**config.mk**
```make
export PLATFORM = sky130hd
export DESIGN_NAME = step_responder
export DESIGN_NICKNAME = d
export VERILOG_FILES = /design/src/rtl/step_responder.sv
export SDC_FILE = /design/constraint.sdc
export NUM_CORES = 1
export LEC_CHECK = 0
export CAP_MARGIN = 5
export CORE_ASPECT_RATIO = 1.5
export CORE_MARGIN = 4
export CORE_UTILIZATION = 35
export CTS_CLUSTER_DIAMETER = 80
export DETAILED_ROUTE_END_ITERATION = 6
export GPL_ROUTABILITY_DRIVEN = 0
export PLACE_DENSITY = 0.55
export SLEW_MARGIN = 20
export SYNTH_ARGS = -nofsm -noshare
export SYNTH_HDL_FRONTEND = slang
export SYNTH_SLANG_ARGS = --single-unit
```
**constraint.sdc**
```tcl
create_clock -name clk -period 1.8 [get_ports clk]
set_input_delay 0.36 -clock clk [delete_from_list [all_inputs] [get_ports clk]]
set_output_delay 0.36 -clock clk [all_outputs]
set_load 0.05 [all_outputs]
```
**src/rtl/step_responder.sv**
```systemverilog
// step_responder: responder end of the step-sequencer handshake.
// Optional watchdog build: define STEP_RESP_TIMEOUT_EN.
module step_responder #(
  parameter int ACK_LATENCY    = 3,
  parameter int CNT_WIDTH      = 8,
  parameter int TIMEOUT_CYCLES = 64
) (
  input  logic                 clk,
  input  logic                 rst_n,
  input  logic                 req_valid,
  output logic                 req_ready,
  input  logic [1:0]           req_step,
  output logic                 rsp_valid,
  input  logic                 rsp_ready,
  output logic [1:0]           rsp_step,
  output logic                 rsp_err,
  output logic [CNT_WIDTH-1:0] seq_count,
  output logic                 busy,
  output logic                 timeout
);

  typedef enum logic [1:0] {
    S_WAIT,
    S_DELAY,
    S_RESP
  } state_t;

  localparam logic [7:0] LAT = 8'(ACK_LATENCY);

  if (ACK_LATENCY < 0 || ACK_LATENCY > 255) begin : g_lat_chk
    $error("step_responder: ACK_LATENCY must be 0..255");
  end

  state_t     state;
  state_t     state_n;
  logic [7:0] cnt;
  logic [1:0] exp_step;
  logic       accept;
  logic       step_ok;
  logic       wd_fire;

  assign accept  = req_valid && req_ready;
  assign step_ok = (req_step == exp_step);

  // next-state decode
  always_comb begin
    state_n = state;
    unique case (state)
      S_WAIT:  if (accept)       state_n = S_DELAY;
      S_DELAY: if (cnt == LAT)   state_n = S_RESP;
      S_RESP:  if (rsp_ready)    state_n = S_WAIT;
      default:                   state_n = S_WAIT;
    endcase
  end

  // state register with registered handshake outputs
  always_ff @(posedge clk or negedge rst_n) begin
    if (!rst_n) begin
      state     <= S_WAIT;
      req_ready <= 1'b1;
      rsp_valid <= 1'b0;
      busy      <= 1'b0;
    end else begin
      state     <= state_n;
      req_ready <= (state_n == S_WAIT);
      rsp_valid <= (state_n == S_RESP);
      busy      <= (state_n != S_WAIT);
    end
  end

  // latency counter, runs only while the delay continues
  always_ff @(posedge clk or negedge rst_n) begin
    if (!rst_n) begin
      cnt <= 8'd0;
    end else if (state == S_DELAY && state_n == S_DELAY) begin
      cnt <= cnt + 8'd1;
    end else begin
      cnt <= 8'd0;
    end
  end

  // capture response, track expected step and sequence count
  always_ff @(posedge clk or negedge rst_n) begin
    if (!rst_n) begin
      rsp_step  <= 2'd0;
      rsp_err   <= 1'b0;
      exp_step  <= 2'd0;
      seq_count <= '0;
    end else if (accept) begin
      rsp_step <= req_step;
      rsp_err  <= !step_ok;
      if (step_ok) begin
        exp_step <= exp_step + 2'd1;
        if (req_step == 2'd3) begin
          seq_count <= seq_count + CNT_WIDTH'(1);
        end
      end else begin
        exp_step <= 2'd0;
      end
    end else if (wd_fire) begin
      exp_step <= 2'd0;
    end
  end

`ifdef STEP_RESP_TIMEOUT_EN
  localparam int WDW = $clog2(TIMEOUT_CYCLES + 1);
  localparam logic [WDW-1:0] WD_LAST = WDW'(TIMEOUT_CYCLES - 1);

  logic [WDW-1:0] wd_cnt;
  logic           wd_arm;

  assign wd_arm  = (state == S_WAIT) && (exp_step != 2'd0);
  assign wd_fire = !accept && wd_arm && (wd_cnt == WD_LAST);

  // watchdog on a stalled partial sequence
  always_ff @(posedge clk or negedge rst_n) begin
    if (!rst_n) begin
      wd_cnt  <= '0;
      timeout <= 1'b0;
    end else begin
      timeout <= wd_fire;
      if (accept || wd_fire || !wd_arm) begin
        wd_cnt <= '0;
      end else begin
        wd_cnt <= wd_cnt + WDW'(1);
      end
    end
  end
`else
  assign wd_fire = 1'b0;
  assign timeout = 1'b0;
`endif

endmodule

```
==> impl_metrics.tcl <==
set metrics [dict create \
    synthCells 107 \
    synth_edf_count 0 \
    synth_area_sq_mm 0.00117 \
    htreeDepth 1 \
    ys_types 31 \
    yosys.area.top_type "dfrtp_1" \
    synth_area_per_cell_sq_um 10.9 \
    cp-start-kind "flip-flop" \
    status "finished, final reports clean" \
    cts-resized-gates 0 \
    p_per_area_mw_per_mm2 1230 \
    grt_max_degree 27 \
    antenna_found_initial 0 \
    p_int_uw 1110 \
    rsz0062_at_grt "no" \
    io_buffers 19 \
    top_layer "met4" \
    drv_slew 0 \
    critPathKind "reg2reg" \
    nNetsFinal 143 \
    slowest_stage "or4_4" \
    cp_top_family "simple AND/OR/NAND/NOR gates" \
    path_clk_slew_ns 0.09 \
    r2r_slack_ns 0.14 \
    drive_gt1_frac 0.216 \
    fillers 337 \
    max_freq_mhz 601 \
    die_y_um 78.8 \
    yosysMostFrequentCell "dfrtp_1" \
    crit_arrival_ns 1.80 \
    power_switching_uw 694 \
    synth_area_leaders "dfrtp_1 (53%), xor2_1 (6.0%), mux2_2 (2.9%)" \
    reg2regPathDepth 3 \
    insertion_delay_ns 0.27 \
    finalCritPeriodShare 0.925 \
    place_area_sq_mm 0.00142 \
    reg2reg_from "cnt[5]" \
    max-clock-path-buffers 2 \
    yosysWarnings 0 \
    async_reset_ff_frac 1.00 \
    yosysSeqAreaShare 0.557 \
    initial_utilization 0.367 \
    drc_errors 0 \
    cp_max_fo 5 \
    clock_power_share 0.185 \
    synth_ff_type "dfrtp_1" \
    pre_cts_slack_ns -0.0764 \
    skew_ns 0.00538 \
    area_growth_pct 25.3 \
    die_area_sq_mm 0.00435 \
    final-setup-viol-count 0 \
    cts_setup_buffers 0 \
    slowest_delay_ns 0.55 \
    grt_overflow 0 \
    fin_tns_setup_ns 0 \
    cts.sinks 26 \
    cts_root_buffer "clkbuf_8" \
    hpwl_um 1770 \
    detail-route-antenna-nets 0 \
    syn-num-nets 115 \
    num_rows 25 \
    rr_endpoint "cnt[3]" \
    cts_hold_buffers 0 \
    vias 896 \
    core_sq_mm 0.00319 \
    antennaDiodeCount 0 \
    max-vdd-ir-drop_mv 0.562 \
    first_pass_iters 4 \
    crit_buf_inv 0 \
    crit_required_ns 1.94 \
    hp-class "in2async" \
    via_per_inst 5.15 \
    cts_buffers 3 \
    grt_first_pass_wirelength_um 4000 \
    pin_count 21 \
    synth.top_cells.by_count "dfrtp_1 (25), nand2_1 (8), xor2_1 (8)" \
    setup_slack_ns 0.136 \
    wl_met1_um 933 \
    ys_seq_elements 26 \
    leakage_uw 0.000698 \
    grt_pass1_vias 931 \
    drtIter0Drc 26 \
    synth_top_area_share 0.535 \
    crit_chain "or4_4 > o311ai_2 > nor2_1" \
    period_needed_ns 1.66 \
    track_usage 0.114 \
    hold_viol 0 \
    power_frac_seq 0.450 \
    power_frac_comb 0.365 \
    wl_met3_um 108 \
    worstSetupEndpointType "flip-flop" \
    route.detailed.wl_per_inst_um 13.3 \
    cts_tree "built" \
    p_sw_frac 0.385 \
    cap_violations 0 \
    die_x_um 55.2 \
    wl_met2_um 1220 \
    finalInstanceArea_sq_mm 0.00147 \
    wirelength_um 2310 \
]
[worst max-delay path by stage]
stage	slack, ns	cells after the start	startpoint	end
finish	0.14	3	cnt[5]	cnt[3]
global route	0.009	3	cnt[5]	cnt[3]
CTS	0.12	3	cnt[5]	cnt[7]
detailed placement	-0.08	4	req_step[0]	seq_count[1]
global placement	-0.03	4	req_step[0]	seq_count[1]
floorplan	0.22	3	req_ready	seq_count[1]
[cells in the final DEF (no fill, tap or decap), types with 5 or more instances in the layout]
cell type,n
o21ai_0,6
buf_4,19
nand3_1,5
nand2_1,8
dfrtp_1,25
a21oi_1,5
xor2_1,8
nand4_1,5
nor2_1,6
clkdlybuf4s50_1,5
or3_1,5
[cells by family (layout without fill, tap and decap cells)]
| logic type | count (synthesis) | after routing | share of synthesized area |
|---|---|---|---|
| and+or+nand+nor | 41 | 41 | 0.189 |
| xor gates and xnor gates | 11 | 11 | 0.0824 |
| AOI/OAI and AO/OA | 19 | 19 | 0.102 |
| adders and majority gates | 2 | 2 | 0.0214 |
| DFF | 26 | 26 | 0.557 |
| other | 1 | 1 | 0.00321 |
| muxes | 3 | 3 | 0.0289 |
| buffers and inverters | 4 | 31 | 0.0160 |
[stage by stage]
step / power, uW / std cells / utilization / hold slack [ns]
3_5_place_dp: 1490 / 170 / 0.445 / 0.460
6_report: 1800 / 174 / 0.460 / 0.448
5_1_grt: 1920 / 174 / 0.460 / 0.490
4_1_cts: 1830 / 174 / 0.460 / 0.463
3_3_place_gp: 1480 / 170 / 0.445 / 0.447
2_1_floorplan: 1250 / 107 / - / 0.0644
[registers in the layout, summed over array words and instances, names as in the netlist]
name       count
exp_step       2
rsp_step       2
rsp_err        1
req_ready      1
cnt            8
busy           1
state          2
seq_count      8
rsp_valid      1
[layer usage]
layer  track usage  up-vias
li1              -      436
met1         0.110      432
met2         0.216       22
met3        0.0325        6
met4        0.0535        0
met5             0        -
[layout make-up]
cell class                      instances  area, sq um  share of cell area
Timing Repair Buffer                   25          213               0.145
Tap cell                               40         50.0              0.0341
Sequential cell                        26          652               0.445
Inverter                                2         7.51             0.00512
Multi-Input combinational cell         77          499               0.340
Clock buffer                            4         45.0              0.0307
[power by group through the flow]
stage	sequential, uW	clock, uW	combinational [uW]
global placement	818	0	662
floorplan	1030	0	224
detailed placement	824	0	670
CTS	813	346	670
global route	831	370	714
finish	811	332	657
No activity file was read; power rests on OpenSTA's default activity.
